$ cat src/rtl/register_arb_pkg.sv
// Shared types and constants for the register port arbiter: FSM states,
// one-hot transfer sizes and the default starvation limit.
package register_arb_pkg;

  typedef enum logic [1:0] {
    IDLE  = 2'd0,
    READ  = 2'd1,
    WRITE = 2'd2,
    ACK   = 2'd3
  } arb_state_t;

  localparam logic [2:0] SIZE_NONE = 3'b000;
  localparam logic [2:0] SIZE_BYTE = 3'b001;
  localparam logic [2:0] SIZE_WORD = 3'b010;
  localparam logic [2:0] SIZE_LONG = 3'b100;

  localparam int STARVE_LIMIT_DEFAULT = 8;

  // Collapse a possibly multi-hot size to one-hot, lowest bit winning.
  function automatic logic [2:0] size_normalize(input logic [2:0] size);
    if (size[0]) begin
      return SIZE_BYTE;
    end else if (size[1]) begin
      return SIZE_WORD;
    end else if (size[2]) begin
      return SIZE_LONG;
    end else begin
      return SIZE_NONE;
    end
  endfunction

endpackage

$ cat src/rtl/reg_byte_merge.sv
// Combinational merge of new right-aligned data into an old register word
// for byte and word writes; long (or any other) size passes new data through.
module reg_byte_merge
  import register_arb_pkg::*;
#(
  parameter int DATA_WIDTH = 32
) (
  input  logic [DATA_WIDTH-1:0] old_data,
  input  logic [DATA_WIDTH-1:0] new_data,
  input  logic [2:0]            size,
  output logic [DATA_WIDTH-1:0] merged
);

  // Select the merged word by normalized size.
  always_comb begin
    merged = new_data;
    case (size)
      SIZE_BYTE: merged = {old_data[DATA_WIDTH-1:8], new_data[7:0]};
      SIZE_WORD: merged = {old_data[DATA_WIDTH-1:16], new_data[15:0]};
      default:   merged = new_data;
    endcase
  end

endmodule

$ cat src/rtl/register_port_arbiter.sv
// Arbitrates core and debug access to a single-port register-bank RAM, with
// read-modify-write for byte/word core writes. Debug port enabled by the
// REGISTER_ARB_DEBUG_PORT_EN macro; otherwise dbg_* inputs are ignored.
module register_port_arbiter
  import register_arb_pkg::*;
#(
  parameter int DATA_WIDTH   = 32,
  parameter int ADDR_WIDTH   = 3,
  parameter int STARVE_LIMIT = STARVE_LIMIT_DEFAULT
) (
  input  logic                  clock,
  input  logic                  reset_n,
  input  logic                  core_req,
  input  logic                  core_we,
  input  logic [ADDR_WIDTH-1:0] core_addr,
  input  logic [2:0]            core_size,
  input  logic [DATA_WIDTH-1:0] core_wdata,
  output logic                  core_ack,
  output logic [DATA_WIDTH-1:0] core_rdata,
  input  logic                  dbg_req,
  input  logic                  dbg_we,
  input  logic [ADDR_WIDTH-1:0] dbg_addr,
  input  logic [DATA_WIDTH-1:0] dbg_wdata,
  output logic                  dbg_ack,
  output logic [DATA_WIDTH-1:0] dbg_rdata,
  output logic [ADDR_WIDTH-1:0] mem_address,
  output logic [DATA_WIDTH-1:0] mem_data_in,
  output logic                  mem_we,
  input  logic [DATA_WIDTH-1:0] mem_data_out,
  output logic                  busy
);

  arb_state_t            state_r;
  logic                  run_r;
  logic                  busy_r;
  logic                  core_ack_r;
  logic                  dbg_ack_r;
  logic [DATA_WIDTH-1:0] core_rdata_r;
  logic [DATA_WIDTH-1:0] dbg_rdata_r;
  logic                  owner_dbg_r;
  logic                  we_r;
  logic [2:0]            size_r;
  logic [ADDR_WIDTH-1:0] addr_r;
  logic [DATA_WIDTH-1:0] wdata_r;
  logic [DATA_WIDTH-1:0] old_r;

  logic                  gnt_core_s;
  logic                  gnt_dbg_s;
  logic                  sel_we_s;
  logic [ADDR_WIDTH-1:0] sel_addr_s;
  logic [DATA_WIDTH-1:0] sel_wdata_s;
  logic [2:0]            sel_size_s;
  logic [2:0]            core_norm_s;
  logic                  rmw_s;
  logic [DATA_WIDTH-1:0] merged_s;

  assign core_norm_s = size_normalize(core_size);
  assign rmw_s       = (sel_size_s == SIZE_BYTE) || (sel_size_s == SIZE_WORD);

`ifdef REGISTER_ARB_DEBUG_PORT_EN
  localparam int CNT_W = $clog2(STARVE_LIMIT + 1);
  localparam logic [CNT_W-1:0] STARVE_MAX = CNT_W'(STARVE_LIMIT);
  logic [CNT_W-1:0] starve_cnt_r;

  // Grant in IDLE only; debug wins when core is idle or debug is starved.
  always_comb begin
    gnt_core_s = 1'b0;
    gnt_dbg_s  = 1'b0;
    if (state_r == IDLE && run_r) begin
      if (dbg_req && (!core_req || starve_cnt_r == STARVE_MAX)) begin
        gnt_dbg_s = 1'b1;
      end else begin
        gnt_core_s = core_req;
      end
    end else begin
      gnt_core_s = 1'b0;
    end
  end

  // Count core grants that bypassed a waiting debug request.
  always_ff @(posedge clock or negedge reset_n) begin
    if (!reset_n) begin
      starve_cnt_r <= '0;
    end else if (!dbg_req || gnt_dbg_s) begin
      starve_cnt_r <= '0;
    end else if (gnt_core_s && starve_cnt_r != STARVE_MAX) begin
      starve_cnt_r <= starve_cnt_r + {{(CNT_W-1){1'b0}}, 1'b1};
    end else begin
      starve_cnt_r <= starve_cnt_r;
    end
  end

  // Select the granted request; debug is always a long transfer.
  always_comb begin
    if (gnt_dbg_s) begin
      sel_we_s    = dbg_we;
      sel_addr_s  = dbg_addr;
      sel_wdata_s = dbg_wdata;
      sel_size_s  = SIZE_LONG;
    end else begin
      sel_we_s    = core_we;
      sel_addr_s  = core_addr;
      sel_wdata_s = core_wdata;
      sel_size_s  = (!core_we && core_norm_s == SIZE_NONE) ? SIZE_LONG : core_norm_s;
    end
  end
`else
  logic dbg_unused_s;
  assign dbg_unused_s = ^{dbg_req, dbg_we, dbg_addr, dbg_wdata};
  assign gnt_dbg_s    = 1'b0;
  assign gnt_core_s   = (state_r == IDLE) && run_r && core_req;

  // Only the core can be granted in this build.
  always_comb begin
    sel_we_s    = core_we;
    sel_addr_s  = core_addr;
    sel_wdata_s = core_wdata;
    sel_size_s  = (!core_we && core_norm_s == SIZE_NONE) ? SIZE_LONG : core_norm_s;
  end
`endif

  reg_byte_merge #(.DATA_WIDTH(DATA_WIDTH)) u_merge (
    .old_data (old_r),
    .new_data (wdata_r),
    .size     (size_r),
    .merged   (merged_s)
  );

  // RAM port: the grant cycle presents the request directly so a sync RAM read lands in READ.
  always_comb begin
    mem_address = '0;
    mem_data_in = '0;
    mem_we      = 1'b0;
    case (state_r)
      IDLE: begin
        if (gnt_core_s || gnt_dbg_s) begin
          mem_address = sel_addr_s;
          mem_data_in = sel_wdata_s;
          mem_we      = sel_we_s && (sel_size_s == SIZE_LONG);
        end else begin
          mem_we      = 1'b0;
        end
      end
      READ:  mem_address = addr_r;
      WRITE: begin
        mem_address = addr_r;
        mem_data_in = merged_s;
        mem_we      = 1'b1;
      end
      ACK:     mem_address = addr_r;
      default: mem_we      = 1'b0;
    endcase
  end

  // Transaction FSM with registered acks, read data and busy.
  always_ff @(posedge clock or negedge reset_n) begin
    if (!reset_n) begin
      state_r      <= IDLE;
      run_r        <= 1'b0;
      busy_r       <= 1'b0;
      core_ack_r   <= 1'b0;
      dbg_ack_r    <= 1'b0;
      core_rdata_r <= '0;
      dbg_rdata_r  <= '0;
      owner_dbg_r  <= 1'b0;
      we_r         <= 1'b0;
      size_r       <= SIZE_NONE;
      addr_r       <= '0;
      wdata_r      <= '0;
      old_r        <= '0;
    end else begin
      run_r      <= 1'b1;
      core_ack_r <= 1'b0;
      dbg_ack_r  <= 1'b0;
      case (state_r)
        IDLE: begin
          if (gnt_core_s || gnt_dbg_s) begin
            owner_dbg_r <= gnt_dbg_s;
            we_r        <= sel_we_s;
            size_r      <= sel_size_s;
            addr_r      <= sel_addr_s;
            wdata_r     <= sel_wdata_s;
            busy_r      <= 1'b1;
            if (sel_we_s && !rmw_s) begin
              state_r    <= ACK;
              core_ack_r <= gnt_core_s;
              dbg_ack_r  <= gnt_dbg_s;
            end else begin
              state_r <= READ;
            end
          end else begin
            state_r <= IDLE;
            busy_r  <= 1'b0;
          end
        end
        READ: begin
          old_r <= mem_data_out;
          if (we_r) begin
            state_r <= WRITE;
          end else begin
            state_r    <= ACK;
            core_ack_r <= !owner_dbg_r;
            dbg_ack_r  <= owner_dbg_r;
            if (owner_dbg_r) begin
              dbg_rdata_r <= mem_data_out;
            end else begin
              core_rdata_r <= mem_data_out;
            end
          end
        end
        WRITE: begin
          state_r    <= ACK;
          core_ack_r <= !owner_dbg_r;
          dbg_ack_r  <= owner_dbg_r;
        end
        ACK: begin
          state_r <= IDLE;
          busy_r  <= 1'b0;
        end
        default: begin
          state_r <= IDLE;
          busy_r  <= 1'b0;
        end
      endcase
    end
  end

  assign core_ack   = core_ack_r;
  assign dbg_ack    = dbg_ack_r;
  assign core_rdata = core_rdata_r;
  assign dbg_rdata  = dbg_rdata_r;
  assign busy       = busy_r;

endmodule
$ cat config.mk
export PLATFORM = sky130hd
export DESIGN_NAME = register_port_arbiter
export DESIGN_NICKNAME = d
export VERILOG_FILES = /design/src/rtl/register_arb_pkg.sv /design/src/rtl/reg_byte_merge.sv /design/src/rtl/register_port_arbiter.sv
export SDC_FILE = /design/constraint.sdc
export NUM_CORES = 1
export LEC_CHECK = 0
export CORE_MARGIN = 10
export CORE_UTILIZATION = 40
export CTS_CLUSTER_SIZE = 14
export DETAILED_ROUTE_END_ITERATION = 6
export DONT_BUFFER_PORTS = 1
export PLACE_DENSITY = 0.53
export SYNTH_ARGS = -nofsm -noshare
export SYNTH_HDL_FRONTEND = slang
export SYNTH_HIERARCHICAL = 1
export SYNTH_SLANG_ARGS = --single-unit
$ cat constraint.sdc
create_clock -name clock -period 1.95 [get_ports clock]
set_input_delay 0.4875 -clock clock [delete_from_list [all_inputs] [get_ports clock]]
set_output_delay 0.4875 -clock clock [all_outputs]
set_load 0.005 [all_outputs]
### Yosys cells after proc, flatten, opt, wreduce, memory -nomap -nowiden

Index checks and enable logic that the tools add are counted.

| storage, ports and cells | value |
|---|---|
| word-level logic and storage cells | 54 |
| flip-flop bits (word level) | 108 |

| cells by class | value |
|---|---|
| equality and inequality tests | 8 |
| reductions and logical operators | 14 |
| multiplexer cells | 21 |
| bitwise gates (word level) | 1 |

Operators with widths:

| operator | count |
|---|---|
| case mux 32 bit (2 select lines) | 2 |
| two-way mux 32 bit | 1 |
| two-way mux 3 bit | 5 |
| case mux 2 bit (4 select lines) | 1 |
| equality test 3 x 1 -> 1 bit (second input constant) | 2 |
| equality test 3 x 2 -> 1 bit (second input constant) | 2 |
| two-way mux 1 bit | 6 |
| case mux 3 bit (2 select lines) | 1 |
| logical AND 1 bit | 5 |
| equality test 2 bit (second input constant) | 2 |
| two-way mux 2 bit | 2 |
| case mux 1 bit (2 select lines) | 2 |
| AND reduction 2 bit | 2 |
| equality test 3 bit (second input constant) | 1 |
| logical NOT 3 bit | 1 |
| case mux 1 bit (3 select lines) | 1 |
| OR reduction 3 bit | 1 |
| equality test 2 x 1 -> 1 bit (second input constant) | 1 |
| logical NOT 1 bit | 2 |
| logical NOT 2 bit | 1 |
| nonzero test 2 bit | 1 |
| logical OR 1 bit | 1 |
| inverter 1 bit | 1 |

### Depth between registers and ports, before layout

| depth | value |
|---|---|
| depth after elaboration | 13 |
| gate-level depth with buffers | 8 |
| mapped depth without buffers | 5 |

### Cells and area by module

The synthesis kept the hierarchy.

By module, submodules not included:

| module | area an instance (um2) | instances | cells each | sequential area each (um2) |
|---|---|---|---|---|
| register_port_arbiter | 4729.5 | 1 | 507 | 2702.6 |
| reg_byte_merge | 411.6 | 1 | 36 | 0.0 |

### Least setup slack after synthesis

No wires, ideal clock.

| path | value |
|---|---|
| path kind | flip-flop to output port |
| from | register size_r[2] |
| to | output mem_data_in[10] |
| buffers on the path | 0 |
| slack | 0.136 ns |
| arrival | 1.327 ns |
| required time | 1.462 ns |
| stages on the path, launching flop included | 5 |
| path through | dfrtp_1 > nor3b_2 > mux2_2 > nand2_1 > nand2_1 |

| between the ends | value |
|---|---|
| longest elaborated chain between the ends | 3 |
| elaborated cells on any way between the ends | 4 |

Ends and longest elaborated chain:

| what | RTL line | RTL |
|---|---|---|
| start: declaration | register_port_arbiter.sv:42 | `logic [2:0] size_r;` |
| start signal: assignment | register_port_arbiter.sv:180 | `size_r <= sel_size_s;` |
| equality test 3 x 2 -> 1 bit or equality test 3 x 1 -> 1 bit (tied branches) | reg_byte_merge.sv:17 | `case (size)` |
| case mux 32 bit (2 select lines) (*) | reg_byte_merge.sv:17 |  |
| named net merged_s[10] | register_port_arbiter.sv:55 | `logic [DATA_WIDTH-1:0] merged_s;` |
| case mux 32 bit (2 select lines) (*) | register_port_arbiter.sv:134 | `case (state_r)` |
| end: declaration | register_port_arbiter.sv:27 | `output logic [DATA_WIDTH-1:0] mem_data_in,` |

Mark *: on every way through the listed nets, which the timed path passes. The rest lies on a longest branch.

### Worst setup path in the final report

| path | value |
|---|---|
| from | register size_r[1] |
| to | output mem_data_in[16] |

Same word-level chain as after synthesis.

==> run_results.csv <==
group,metric,value,unit
sta,holdWs,-0.164,ns
layout,regArea,0.00250,mm²
global_route,met1_usage,0.163,
drt,drc_errors,0,
layout,area_growth,14.7,%
worst_setup_path,worstSetupStartpointType,"register",
clock_network,clock_latency,0.35,ns
placement,hpwlAfterDp,8490,µm
placement,io_buffers,0,
clock_network,htreeDepth,3,
synthesis,avgSynthCellArea,9.20,µm²
global_route,grt_usage,0.144,
worst_setup_path,r2r_slack,0.36,ns
sta,setup_viol,36,
placement,place_congestion,0.774,
worst_setup_path,endpoint_kind,"output port",
global_route,grt_max_degree,101,
worst_setup_path,reg2regPathDepth,7,
status,run_status,"complete, but fails checks",
global_route,grt_first_pass_wirelength,18900,µm
sta,period_needed,2.22,ns
drt,finalWirelength,12200,µm
global_route,grt_use_met3,0.0568,
worst_setup_path,worstPathMaxFanout,16,
layout,fillCellCount,1153,
status,violations,"hold timing, setup timing",
die,rows,40,
die,fp.dieH,130,µm
drt,dr_total_vias,3323,
sta,clock_skew,0.00790,ns
worst_setup_path,arrival,1.73,ns
min_path,hold_class,"input pin to asynchronous set/reset pin",
clock_network,cts_buffers,9,
sta,grt_setup_unrepaired,"yes",
worst_setup_path,r2r_end,"core_rdata[21]$_DFFE_PN0P_",
global_route,met2_usage,0.237,
drt,ant_nets,0,
sta,fin_crit_sh,1.14,
sta,fmax,451,MHz
power,powerDensity,1740,mW/mm²
clock_network,clk_pin_slew,0.07,ns
clock_network,root_buffer,"clkbuf_16",
worst_setup_path,crit_required,1.46,ns
placement,placed_area,0.00482,mm²
clock_network,cts_tree,"yes",
power,leakagePower,0.00294,µW
layout,instances_no_fill,684,
global_route,grt_overflow_total,0,
die,die_w,130,µm
global_route,grt-busiest-layer,"met2",
synthesis,yosys_warnings,6,
worst_setup_path,worstReg2RegStart,"state_r[1]$_DFF_PN0_",
clock_network,cts_buffer_depth,2,
die,initial_core_util,0.406,
sta,finalWorstSetupSlack,-0.267,ns
layout,drive_gt1_frac,0.268,
drt,drtIter0Drc,162,
placement,dp.cells,655,
power,ir_worst_vdd,0.000814,V
drt,post_drt_wl_per_cell,17.9,µm
sta,finalHoldViolCount,100,
sta,slew_violations,0,
synthesis,synthCells,527,
power,power,9680,µW
synthesis,syn-cell-area,0.00485,mm²
die,core,0.0120,mm²
worst_setup_path,critPathKind,"register to output port",
layout,nets,648,
layout,multi_input_area,0.00220,mm²
flow_run,cap_violations,0,
die,die-area,0.0169,mm²
global_route,grt_pass1_vias,3492,
layout,n_antenna_cell,0,
clock_network,clock-sinks,100,
layout,final_cell_area,0.00556,mm²
drt,first_pass_iters,4,
die,ioPinCount,214,
global_route,antenna_found_initial,0,
drt,vias_per_cell,4.86,
-- layout by cell type, fill, tap and decap left out, types with 2 or more instances in the layout --
cell type / instances
nand2_2: 25
dfrtp_1: 100
nand3_4: 3
inv_2: 2
o21ai_1: 3
buf_4: 20
nand2_1: 233
ha_1: 2
buf_6: 3
mux2_4: 18
bufinv_16: 2
nand2_4: 9
buf_12: 5
inv_1: 7
clkbuf_16: 9
ha_4: 2
clkinv_2: 3
o21ai_2: 4
mux2_2: 30
conb_1: 34
o21ai_0: 3
nand3_2: 2
-- worst max-delay path, stage by stage (launching register included) --
cell and delay [ns]:
dfrtp_1 0.41, xnor2_1 0.17, nor2_4 0.11, buf_12 0.18, mux2_2 0.35, nand2_1 0.06
nand2_1 0.09
-- final cells by class --
cell class / count / share of cell area
Sequential cell: 100 / 0.450
Multi-Input combinational cell: 382 / 0.395
Timing Repair Buffer: 30 / 0.0587
Clock buffer: 11 / 0.0436
Tap cell: 147 / 0.0331
Clock inverter: 5 / 0.0135
Inverter: 9 / 0.00607
-- registers in the layout (all words and copies together) (netlist names) --
| signal | flops |
|---|---|
| core_ack | 1 |
| addr_r | 3 |
| wdata_r | 32 |
| core_rdata | 32 |
| size_r | 3 |
| busy | 1 |
| state_r | 2 |
| old_r | 24 |
| we_r | 1 |
| run_r | 1 |
-- report_power, final --
part           internal (µW)  total [µW]  leakage, µW  switching [µW]
combinational           2040        4000      0.00155            1970
sequential              3120        3750      0.00122             638
clock                   1150        1920     0.000159             769
total                   6300        9680      0.00294            3370
-- routing by layer --
layer  vias to the layer above  routed length, µm
met4                         0                257
met2                       108               5980
met3                        17               1220
met1                      1634               4780
li1                       1564                  -
met5                         -                  0
-- timing repair --
action | CTS | global route
resized for setup | 71 | 17
setup endpoints to repair | 36 | 36
setup buffers | 9 | 4
endpoints found under the hold margin | 100 | 100
pin swaps | 17 | 24
gates cloned | 3 | 0
-- how the worst max path moves through the flow --
stage                           from               to  slack (ns)  cells after the start
2_1_floorplan  size_r[2]$_DFFE_PN0P_  mem_data_in[10]        0.14                      4
3_3_place_gp    state_r[0]$_DFF_PN0_  mem_data_in[15]        0.07                      6
3_5_place_dp    state_r[0]$_DFF_PN0_  mem_data_in[22]        0.03                      6
4_1_cts        size_r[1]$_DFFE_PN0P_  mem_data_in[16]       -0.29                      6
5_1_grt        size_r[1]$_DFFE_PN0P_  mem_data_in[28]       -0.34                      6
6_report       size_r[1]$_DFFE_PN0P_  mem_data_in[16]       -0.27                      6
-- stage by stage --
step           setup TNS (ns)  utilization  setup WS, ns
2_1_floorplan               0            -         0.136
3_3_place_gp                0        0.403        0.0693
3_5_place_dp                0        0.403        0.0304
4_1_cts                 -7.42        0.462        -0.288
5_1_grt                 -9.02        0.465        -0.345
6_report                -6.30        0.465        -0.267
Note: power is estimated with default switching activity, not from simulation.
